**config.mk**
```make
export PLATFORM = sky130hd
export DESIGN_NAME = hazard_ctrl
export DESIGN_NICKNAME = d
export VERILOG_FILES = /design/src/rtl/pipeline_pkg.sv /design/src/rtl/md_seq.sv /design/src/rtl/hazard_ctrl.sv
export SDC_FILE = /design/constraint.sdc
export NUM_CORES = 1
export LEC_CHECK = 0
export BUFFER_PORTS_ARGS = -buffer_cell sky130_fd_sc_hd__buf_2
export CAP_MARGIN = 20
export CORE_MARGIN = 2
export CORE_UTILIZATION = 41
export CTS_CLUSTER_DIAMETER = 80
export DETAILED_ROUTE_END_ITERATION = 7
export HOLD_SLACK_MARGIN = 0.02
export PLACE_DENSITY = 0.79
export SYNTH_ARGS = -nofsm -noshare
export SYNTH_HDL_FRONTEND = slang
export SYNTH_SLANG_ARGS = --single-unit
```
**constraint.sdc**
```tcl
create_clock -name clk -period 2.1 [get_ports clk]
set_input_delay 0.21 -clock clk [delete_from_list [all_inputs] [get_ports clk]]
set_output_delay 0.21 -clock clk [all_outputs]
set_load 0.01 [all_outputs]
```
**src/rtl/pipeline_pkg.sv**
```systemverilog
// rtl/pipeline_pkg.sv - shared pipeline constants and mul/div sequencer state encoding
package pipeline_pkg;

  localparam int REG_AW_DFLT    = 5;
  localparam int MD_LAT_MIN     = 2;
  localparam int MD_LAT_MAX     = 16;
  localparam int MD_CNT_W       = 4;

  typedef enum logic {
    RUN     = 1'b0,
    MD_BUSY = 1'b1
  } md_state_e;

endpackage

```
**src/rtl/md_seq.sv**
```systemverilog
// rtl/md_seq.sv - RUN/MD_BUSY sequencer holding EX while a mul/div instruction completes
module md_seq
  import pipeline_pkg::*;
#(
  parameter int MD_LATENCY = 4
) (
  input  logic clk,
  input  logic reset,
  input  logic md_start,
  output logic md_stall
);

  localparam logic [MD_CNT_W-1:0] CNT_LOAD = MD_CNT_W'(MD_LATENCY - 2);

  md_state_e            state, state_nxt;
  logic [MD_CNT_W-1:0]  md_cnt, md_cnt_nxt;

  always_ff @(posedge clk or negedge reset) begin
    if (!reset) begin
      state  <= RUN;
      md_cnt <= '0;
    end else begin
      state  <= state_nxt;
      md_cnt <= md_cnt_nxt;
    end
  end

  always_comb begin
    state_nxt  = state;
    md_cnt_nxt = md_cnt;
    unique case (state)
      RUN: begin
        if (md_start) begin
          state_nxt  = MD_BUSY;
          md_cnt_nxt = CNT_LOAD;
        end
      end
      MD_BUSY: begin
        // counter reaching zero marks the release cycle; a new start is ignored here
        if (md_cnt != '0) md_cnt_nxt = md_cnt - 1'b1;
        else              state_nxt  = RUN;
      end
      default: state_nxt = RUN;
    endcase
  end

  always_comb begin
    md_stall = 1'b0;
    if (reset) begin
      unique case (state)
        RUN:     md_stall = md_start;
        MD_BUSY: md_stall = (md_cnt != '0);
        default: md_stall = 1'b0;
      endcase
    end
  end

endmodule

```
**src/rtl/hazard_ctrl.sv**
```systemverilog
// rtl/hazard_ctrl.sv - stall/flush sequencing for the 5-stage core
// Optional HAZARD_PERF_CNT_EN adds stall-cycle and flush counters.
module hazard_ctrl
  import pipeline_pkg::*;
#(
  parameter int MD_LATENCY = 4,
  parameter int REG_AW     = REG_AW_DFLT
) (
  input  logic              clk,
  input  logic              reset,
  input  logic [REG_AW-1:0] id_rs,
  input  logic [REG_AW-1:0] id_rt,
  input  logic              id_uses_rt,
  input  logic              id_branch,
  input  logic              id_redirect,
  input  logic              ex_mem_read,
  input  logic              ex_reg_write,
  input  logic [REG_AW-1:0] ex_rd,
  input  logic              mem_mem_read,
  input  logic [REG_AW-1:0] mem_rd,
  input  logic              ex_md_start,
  output logic              stall_pc,
  output logic              stall_if_id,
  output logic              flush_if_id,
  output logic              stall_id_ex,
  output logic              flush_id_ex,
  output logic              flush_ex_mem,
`ifdef HAZARD_PERF_CNT_EN
  output logic [31:0]       perf_stall_cyc,
  output logic [31:0]       perf_flush_cnt,
`endif
  output logic              md_busy
);

  logic md_stall;
  logic ex_match, mem_match;
  logic load_use, branch_hz, hz_stall;

  md_seq #(
    .MD_LATENCY (MD_LATENCY)
  ) u_md_seq (
    .clk      (clk),
    .reset    (reset),
    .md_start (ex_md_start),
    .md_stall (md_stall)
  );

  // r0 is hardwired zero, so it never creates a dependency
  always_comb begin
    ex_match  = (ex_rd != '0) &&
                ((ex_rd == id_rs) || (id_uses_rt && (ex_rd == id_rt)));
    mem_match = (mem_rd != '0) &&
                ((mem_rd == id_rs) || (id_uses_rt && (mem_rd == id_rt)));
  end

  always_comb begin
    load_use  = ex_mem_read && ex_match;
    branch_hz = id_branch && ((ex_reg_write && ex_match) || (mem_mem_read && mem_match));
    hz_stall  = !md_stall && (load_use || branch_hz);
  end

  // mul/div holds ID/EX in place; a data hazard bubbles it instead
  always_comb begin
    stall_pc     = 1'b0;
    stall_if_id  = 1'b0;
    flush_if_id  = 1'b0;
    stall_id_ex  = 1'b0;
    flush_id_ex  = 1'b0;
    flush_ex_mem = 1'b0;
    md_busy      = 1'b0;
    if (reset) begin
      stall_pc     = md_stall || hz_stall;
      stall_if_id  = md_stall || hz_stall;
      flush_if_id  = id_redirect && !(md_stall || hz_stall);
      stall_id_ex  = md_stall;
      flush_id_ex  = hz_stall;
      flush_ex_mem = md_stall;
      md_busy      = md_stall;
    end
  end

`ifdef HAZARD_PERF_CNT_EN
  always_ff @(posedge clk or negedge reset) begin
    if (!reset) begin
      perf_stall_cyc <= '0;
      perf_flush_cnt <= '0;
    end else begin
      if (stall_pc)    perf_stall_cyc <= perf_stall_cyc + 32'd1;
      if (flush_if_id) perf_flush_cnt <= perf_flush_cnt + 32'd1;
    end
  end
`endif

endmodule
```
* Word-level counts from Yosys, hierarchy flattened
Index checks and enable logic that the tools add are counted.
** Word-level totals
- Register bits :: 5
- Input port bits :: 29
- Output and inout port bits :: 7
** Operators by class
- Add/sub/neg operators :: 1
- Equality and inequality tests :: 6
- Multiplexer cells :: 12
- Bitwise logic cells :: 1
- Reduce and logical (&&, ||, !) cells :: 21
** Operators by type and width (count)
- $eq 5x5->1 :: 4
- $logic_and 1x1->1 :: 10
- $reduce_bool 5->1 :: 2
- $mux 4 :: 2
- $pmux 4 s2 :: 1
- $mux 1 :: 7
- $logic_or 1x1->1 :: 5
- $ne 2x2->1 const B :: 2
- $pmux 1 s2 :: 2
- $reduce_bool 4->1 :: 1
- $sub 4x1->4 const B :: 1
- $logic_not 1->1 :: 2
- $reduce_and 2->1 :: 1
- $not 1->1 :: 1

* Logic depth before layout (Yosys ltp)
Gate-level depths: netlist of the first run.
- Depth in word-level cells :: 13
- Mapped depth :: 7
- Gate-level depth less buffers :: 7

* By module
From an unflattened synthesis of the first run, not the netlist that was laid out.
** Unflattened totals
- Cell total of the unflattened synthesis :: 66
- Area, all modules :: 595.6 um^2
** Modules (own cells, without submodules)
- hazard_ctrl :: instances 1, cells each 42, area each 334.1 um^2
- md_seq :: instances 1, cells each 24, area each 261.5 um^2

* Worst setup path before layout of the first run
No wires, ideal clock.
- Kind :: input port to output port
- From :: input ex_rd[4]
- To :: output stall_pc
- Arrival :: 1.543 ns
- Data required time :: 1.890 ns
- Setup slack :: 0.347 ns
- Stages :: 6
- Cells stage by stage :: xor2_1 nor4_2 a32oi_1 o32a_1 a21boi_1 buf_4
** On the way
- Word-level cells in the longest chain between the ends :: 11
- Elaborated cells on any way between the ends :: 14
** RTL lines
- from (decl) :: line hazard_ctrl.sv:18 : input logic [REG_AW-1:0] ex_rd,
- $eq 5x5->1 :: line hazard_ctrl.sv:51 : ((ex_rd == id_rs) || (id_uses_rt && (ex_rd == id_rt)));
- $logic_and 1x1->1 :: line hazard_ctrl.sv:51
- $logic_or 1x1->1 :: line hazard_ctrl.sv:51
- $logic_and 1x1->1 (*) :: line hazard_ctrl.sv:50 : ex_match = (ex_rd != '0) &&
- $logic_and 1x1->1 :: line hazard_ctrl.sv:58 : branch_hz = id_branch && ((ex_reg_write && ex_match) || (mem_mem_read && mem_match));
- $logic_or 1x1->1 :: line hazard_ctrl.sv:58
- $logic_and 1x1->1 :: line hazard_ctrl.sv:58
- $logic_or 1x1->1 (*) :: line hazard_ctrl.sv:59 : hz_stall = !md_stall && (load_use || branch_hz);
- $logic_and 1x1->1 (*) :: line hazard_ctrl.sv:59
- $logic_or 1x1->1 (*)
- $mux 1 (*)
- to (decl) :: line hazard_ctrl.sv:22 : output logic stall_pc,
Mark *: on every way between the ends. The rest lies on a longest branch, timed or not.

* Final worst setup path of the first run
- From :: register u_md_seq.md_cnt[0]
- To :: output flush_if_id
** On the way
- Word-level cells in the longest chain between the ends :: 9
** RTL lines
- from (decl) :: line md_seq.sv:16 : logic [MD_CNT_W-1:0] md_cnt, md_cnt_nxt;
- from (signal assigned) :: line md_seq.sv:24 : md_cnt <= md_cnt_nxt;
- $reduce_bool 4->1 (*) :: line md_seq.sv:52 : MD_BUSY: md_stall = (md_cnt != '0);
- $pmux 1 s2 (*) :: line md_seq.sv:50 : unique case (state)
- $mux 1 (*) :: line md_seq.sv:49 : if (reset) begin
- $logic_not 1->1 :: line hazard_ctrl.sv:59
- $logic_and 1x1->1 :: line hazard_ctrl.sv:59
- $logic_or 1x1->1 (*) :: line hazard_ctrl.sv:74 : flush_if_id = id_redirect && !(md_stall || hz_stall);
- $logic_not 1->1 (*) :: line hazard_ctrl.sv:74
- $logic_and 1x1->1 (*) :: line hazard_ctrl.sv:74
- $mux 1 (*) :: line hazard_ctrl.sv:71 : if (reset) begin
- to (decl) :: line hazard_ctrl.sv:24 : output logic flush_if_id,
Marked as above.

==> impl_summary.log, run 1 <==
INFO  metric power-per-cell-area = 849 mW/mm^2
INFO  metric floorplan.initialDensity = 43.8%
INFO  metric layout_common_cells = sky130_fd_sc_hd__buf_2, sky130_fd_sc_hd__xor2_1, sky130_fd_sc_hd__nor2_1, sky130_fd_sc_hd__dfrtp_1, sky130_fd_sc_hd__inv_1
INFO  metric slowest_stage = sky130_fd_sc_hd__dfrtp_1
INFO  metric post-route-cell-area = 781 sq um
INFO  metric yosys_warnings = 0
INFO  metric postSynthNetCount = 98
INFO  metric cell_internal_pwr = 378 uW
INFO  metric io_pins = 36
INFO  metric power.share.sequential = 28.0%
INFO  metric critical-path-top-cell-by-count = sky130_fd_sc_hd__inv_1
INFO  metric status = completed
INFO  metric power.ir.vdd_worst = 602 uV
INFO  metric num_rows = 13
INFO  metric drt_pass1_iterations = 2
INFO  metric io_buffer_count = 35
INFO  metric final_max_slew_viol_count = 0
INFO  metric synth.top_cells.by_area = sky130_fd_sc_hd__xor2_1, sky130_fd_sc_hd__dfrtp_1, sky130_fd_sc_hd__nor2_1, sky130_fd_sc_hd__xnor2_1, sky130_fd_sc_hd__ha_1
INFO  metric first_drt_iteration_drcs = 4
INFO  metric cts-buffers-inserted = 3
INFO  metric sequence_of_cells_on_the_critical_path = inv_1 -> ha_1 -> inv_1 -> o31a_1 -> nor2_2 -> and4_1 -> buf_2
INFO  metric clock-root-buffer = sky130_fd_sc_hd__clkbuf_4
INFO  metric antenna_cells = 0
INFO  metric final.setup_skew = 0.00403 ns
INFO  metric criticalPathCategory = flop to output port
INFO  metric postLayoutSetupSlackWorst = 0.142 ns
INFO  metric p_switching = 285 uW
INFO  metric vertical_die_dimension = 41.3 microns
INFO  metric met2WireLength = 796 microns
INFO  metric layout-area-overhead-vs-synth = 36.8%
INFO  metric asyncSetResetFlopFracSynth = 100%
INFO  metric slew_at_the_pin_closest_to_its_max_slew_limit = 0.447 ns
INFO  metric synthesis.area_per_instance = 8.52 sq um
INFO  metric fmaxAchievable = 0.511 GHz
INFO  metric fp.dieArea = 0.00171 sq mm
INFO  metric crit_path_leading_delay_family = simple AND/OR/NAND/NOR gates
INFO  metric die_w = 41.3 microns
INFO  metric final_nets = 136
INFO  metric tritoncts_num_sinks = 5
INFO  metric synthesis.instances = 67
INFO  metric layout_commonest_cell = sky130_fd_sc_hd__buf_2
INFO  metric timing.critical_path.buf_inv = 3
INFO  metric synth_area = 571 sq um
INFO  metric clk_pin_slew = 0.05 ns
INFO  metric crit_required = 1.89 ns
INFO  metric initial_antenna_violation_count = 0
INFO  metric power.clock.fraction = 16.8%
INFO  metric dominantRegCellSynth = sky130_fd_sc_hd__dfrtp_1
INFO  metric dpl.hpwl = 1.18 mm
INFO  metric tritoncts = done
INFO  metric gpl.final_weighted_congestion = 0.626
INFO  metric holdCritPathClass = primary input to asynchronous set/reset pin
INFO  metric sum_of_negative_setup_slack = 0 ns
INFO  metric detail_route.wirelength = 1.41 mm
INFO  metric grt_start_max_net_pins = 10
INFO  metric comb_power_share = 55.2%
INFO  metric max-clock-path-buffers = 2
INFO  metric met3WireLength = 91 microns
INFO  metric placed_area = 742 sq um
INFO  metric grt_pass1_vias = 485
INFO  metric grt_remaining_overflow = 0
INFO  metric finalCritPeriodShare = 93.2%
INFO  metric finalWorstPathRequiredPeriod = 1.96 ns
INFO  metric share_of_final_layout_standard_cells_stronger_than_drive_strength_1 = 38.5%
INFO  metric dr_total_vias = 603
INFO  metric grt_use_total = 16.0%
INFO  metric yosys.cell_types.count = 23
INFO  metric crit_arrival = 1.75 ns
INFO  metric clk-insertion-delay-late = 0.24 ns
INFO  metric timing.final.hold_violations = 0
INFO  metric p_sw_share = 43.0%
INFO  metric maxCapViolCount = 0
INFO  metric critical_path_peak_fanout = 6
INFO  metric wirelength_met1 = 524 microns
INFO  metric slew_limit_headroom = 70.0%
INFO  metric share_of_synthesized_area_occupied_by_flip_flops_and_latches = 21.9%
INFO  metric final_antenna_net_count = 0
INFO  metric maximum_level_of_the_cts_h_tree = 1
INFO  metric pre_cts_ws = 0.245 ns
INFO  metric highest_layer = met3
INFO  metric rsz0062_at_grt = no
INFO  metric core_outline_area = 0.00130 sq mm
INFO  metric synth-edff-count = 0
INFO  metric dr_vias_cell = 5.07
INFO  metric postSynthRegisterBits = 5
INFO  metric crit_path_max_incr_delay = 0.40 ns
INFO  metric drcViolationCount = 0
INFO  metric critical_path.startpoint_type = flop
INFO  metric end_kind = output port
INFO  metric finish.utilization = 60.0%
INFO  metric final_setup_violating_endpoints = 0
INFO  metric post_detailed_route_wirelength_per_cell = 11.9 microns
INFO  metric synthDominantCellAreaShare = 29.2%
INFO  metric grt_pass1_wl = 1.78 mm
INFO  metric power_leakage = 0.394 nW
INFO  metric synthDominantAreaCellType = sky130_fd_sc_hd__xor2_1
==> power by group through the flow <==
stage | clock network, mW | registers (mW) | logic [mW]
floorplan | 0 | 0.178 | 0.266
global placement | 0 | 0.185 | 0.344
detailed placement | 0 | 0.186 | 0.355
CTS | 0.113 | 0.185 | 0.359
global route | 0.118 | 0.196 | 0.416
finish | 0.111 | 0.186 | 0.366
==> Yosys cell counts (all sizes together) (2+ instances only) <==
cell type	number
xor2	19
nor2b	2
nor3	2
dfrtp	5
inv	4
nand2	3
nor2	8
buf	3
xnor2	3
a32oi	2
nor4	3
or4	2
ha	2
==> path summary, 6_finish.rpt <==
check	from	end	slack [ns]	cells past startpoint
setup / recovery	u_md_seq.md_cnt[0]	flush_if_id	0.14	7
hold / removal	reset	u_md_seq.md_cnt[0]	0.32	2
setup reg to reg	u_md_seq.md_cnt[0]	u_md_seq.md_cnt[3]	0.60	7
hold reg to reg	u_md_seq.md_cnt[1]	u_md_seq.md_cnt[1]	0.53	1
max in group asynchronous	reset	u_md_seq.md_cnt[3]	1.62	2
min in group clk	ex_md_start	u_md_seq.md_cnt[2]	0.38	3
==> final cells by class <==
type,count,area (sq um)
multi-input cells,55,410
fillers,122,520
repair buffers,36,185
well taps,15,18.8
flip-flops and latches,5,125
inverters,4,15.0
clock buffers,4,26.3
==> state kept, by name, summed over array words and instances (netlist names) <==
name / cells
u_md_seq.state: 1
u_md_seq.md_cnt: 4
==> what timing repair did <==
action,4_1_cts,5_1_grt
hold buffers,1,0
endpoints found under the setup margin,0,7
hold endpoints to repair,5,0
resized for setup,0,1
setup buffers,0,0
==> layer usage <==
layer | vias to the layer above | GRT usage (%)
met3 | 0 | 0
met4 | 0 | 7.26
li1 | 306 | -
met5 | - | 0
met2 | 20 | 33.2
met1 | 277 | 16.2
==> through the flow <==
step                hold WS, ns  total power, mW  std cells
floorplan               -0.0856            0.444         67
global placement         0.0433            0.528        114
detailed placement       0.0452            0.541        114
CTS                       0.322            0.657        119
global route              0.333            0.730        119
finish                    0.324            0.663        119
==> kinds of logic after synthesis <==
kind of cell | synth area share (%)
XOR/XNOR | 33.8
adder cells (fa/ha/maj) | 4.39
AO/OA/AOI/OAI | 13.6
AND/OR/NAND/NOR | 19.7
buffers and inverters | 6.58
flip-flops | 21.9
(Power assumes the default switching activity.)
==> inputs of run 2 (changes only) <==
--- a/config.mk
+++ b/config.mk
@@ -12,7 +12,7 @@
 export CTS_CLUSTER_DIAMETER = 80
 export DETAILED_ROUTE_END_ITERATION = 7
 export HOLD_SLACK_MARGIN = 0.02
-export PLACE_DENSITY = 0.79
+export PLACE_DENSITY = 0.78
 export SYNTH_ARGS = -nofsm -noshare
 export SYNTH_HDL_FRONTEND = slang
 export SYNTH_SLANG_ARGS = --single-unit
==> run 2 against run 1 <==
Via count fell by 3.3%. Cell area rose by 0.64%. Critical path type unchanged. Sequential cell count did not move. Non-clock buffer count did not move. Core utilization rose by 0.38 points. Clock skew fell by 0.0038 ns. Critical path depth did not move. Sequential share of layout area fell by 0.10 points. Maximum frequency rose by 1.1%. Critical endpoint unchanged. Die area did not move.
==> impl_summary.log, run 2 (synthesis results as in run 1) <==
INFO  metric power_leakage = 0.395 nW
INFO  metric layout_common_cells = sky130_fd_sc_hd__buf_2, sky130_fd_sc_hd__xor2_1, sky130_fd_sc_hd__nor2_1, sky130_fd_sc_hd__dfrtp_1, sky130_fd_sc_hd__inv_1
INFO  metric io_buffer_count = 35
INFO  metric finalWorstPathRequiredPeriod = 1.94 ns
INFO  metric holdCritPathClass = primary input to asynchronous set/reset pin
INFO  metric rsz0062_at_grt = no
INFO  metric critical_path_peak_fanout = 6
INFO  metric detail_route.wirelength = 1.50 mm
INFO  metric largest-register = u_md_seq.md_cnt
INFO  metric criticalPathCategory = flop to output port
INFO  metric crit_arrival = 1.73 ns
INFO  metric pre_cts_ws = 0.254 ns
INFO  metric largest_register_ff_count = 4
INFO  metric drt_pass1_iterations = 2
INFO  metric postLayoutSetupSlackWorst = 0.164 ns
INFO  metric first_drt_iteration_drcs = 3
INFO  metric top_regs = u_md_seq.md_cnt (4), u_md_seq.state (1)
INFO  metric post_detailed_route_wirelength_per_cell = 12.6 microns
INFO  metric dr_total_vias = 583
INFO  metric drcViolationCount = 0
INFO  metric grt_remaining_overflow = 0
INFO  metric cts-buffers-inserted = 3
INFO  metric clk-insertion-delay-late = 0.23 ns
INFO  metric clock-root-buffer = sky130_fd_sc_hd__clkbuf_4
INFO  metric maximum_level_of_the_cts_h_tree = 1
INFO  metric slew_limit_headroom = 69.3%
INFO  metric grt_use_total = 17.3%
INFO  metric core_outline_area = 0.00130 sq mm
INFO  metric slew_at_the_pin_closest_to_its_max_slew_limit = 0.456 ns
INFO  metric final_nets = 136
INFO  metric fin_hold_ws = 0.346 ns
INFO  metric power.ir.vdd_worst = 597 uV
INFO  metric grt_pass1_wl = 1.94 mm
INFO  metric power-per-cell-area = 861 mW/mm^2
INFO  metric critical_path.startpoint_type = flop
INFO  metric post_cts.repair.setup_buffers = 0
INFO  metric max-clock-path-buffers = 2
INFO  metric finalCritPeriodShare = 92.2%
INFO  metric share_of_final_layout_standard_cells_stronger_than_drive_strength_1 = 38.5%
INFO  metric floorplan.initialDensity = 43.8%
INFO  metric die_w = 41.3 microns
INFO  metric grt_pass1_vias = 518
INFO  metric sum_of_negative_setup_slack = 0 ns
INFO  metric antenna_cells = 0
INFO  metric timing.final.hold_violations = 0
INFO  metric vertical_die_dimension = 41.3 microns
INFO  metric fp.dieArea = 0.00171 sq mm
INFO  metric layout_commonest_cell = sky130_fd_sc_hd__buf_2
INFO  metric clk_pin_slew = 0.04 ns
INFO  metric io_pins = 36
INFO  metric tritoncts = done
INFO  metric dr_vias_cell = 4.90
INFO  metric end_kind = output port
INFO  metric final.setup_skew = 0.000198 ns
INFO  metric final_antenna_net_count = 0
INFO  metric final_max_slew_viol_count = 0
INFO  metric initial_antenna_violation_count = 0
INFO  metric status = completed
INFO  metric grt_start_max_net_pins = 10
INFO  metric fmaxAchievable = 0.516 GHz
INFO  metric maxCapViolCount = 0
INFO  metric tritoncts_num_sinks = 5
INFO  metric crit_required = 1.89 ns
INFO  metric num_rows = 13
INFO  metric dpl.hpwl = 1.24 mm
INFO  metric final_setup_violating_endpoints = 0
INFO  metric gpl.final_weighted_congestion = 0.651
INFO  metric layout-area-overhead-vs-synth = 37.7%
[run 2: report_power, final]
group / switching [mW] / total, mW / leakage, nW / internal, mW
sequential: 0.0455 / 0.191 / 0.0600 / 0.145
clock: 0.0340 / 0.105 / 0.0150 / 0.0715
combinational: 0.214 / 0.380 / 0.321 / 0.166
total: 0.293 / 0.676 / 0.395 / 0.383
[run 2: layout make-up]
type / instances / area [sq um]
repair buffers: 36 / 185
clock buffers: 4 / 26.3
fillers: 121 / 515
multi-input cells: 55 / 415
flip-flops and latches: 5 / 125
inverters: 4 / 15.0
well taps: 15 / 18.8
[run 2: repair_timing]
action | in CTS | in global routing
hold buffers | 1 | 0
endpoints found under the setup margin | 0 | 7
gates resized for setup | 0 | 2
hold endpoints to repair | 5 | 0
[run 2: metal layers]
layer | global-route usage (%) | vias to the layer above | share of wire (%)
met5 | 0 | - | 0
met4 | 7.26 | 0 | 0
met3 | 0 | 0 | 4.9
met2 | 36.3 | 17 | 56
met1 | 17.5 | 262 | 39
li1 | - | 304 | -
[run 2: stage by stage]
step	utilization, %	instance area, sq um	cells	total power, mW
floorplan	-	571	67	0.444
global placement	57.0	742	114	0.529
detailed placement	57.0	742	114	0.545
CTS	59.8	778	119	0.659
global route	60.4	786	119	0.745
finish	60.4	786	119	0.676
[run 2: path summary, 6_finish.rpt]
path / cells past startpoint / slack, ns / endpoint / start
max: 7 / 0.16 / flush_if_id / u_md_seq.md_cnt[0]
min: 2 / 0.35 / u_md_seq.state / reset
max reg2reg: 7 / 0.53 / u_md_seq.md_cnt[3] / u_md_seq.md_cnt[0]
min reg2reg: 1 / 0.52 / u_md_seq.md_cnt[1] / u_md_seq.md_cnt[1]
max in group asynchronous: 2 / 1.60 / u_md_seq.md_cnt[2] / reset
min in group clk: 3 / 0.41 / u_md_seq.md_cnt[3] / ex_md_start
[run 2: worst max-delay path, cell delays in order, from the launching register on]
cell                      delay [ns]
sky130_fd_sc_hd__dfrtp_1        0.40
sky130_fd_sc_hd__inv_1          0.10
sky130_fd_sc_hd__ha_1           0.15
sky130_fd_sc_hd__inv_1          0.05
sky130_fd_sc_hd__o31a_1         0.29
sky130_fd_sc_hd__nor2_4         0.18
sky130_fd_sc_hd__and4_1         0.19
sky130_fd_sc_hd__buf_2          0.12
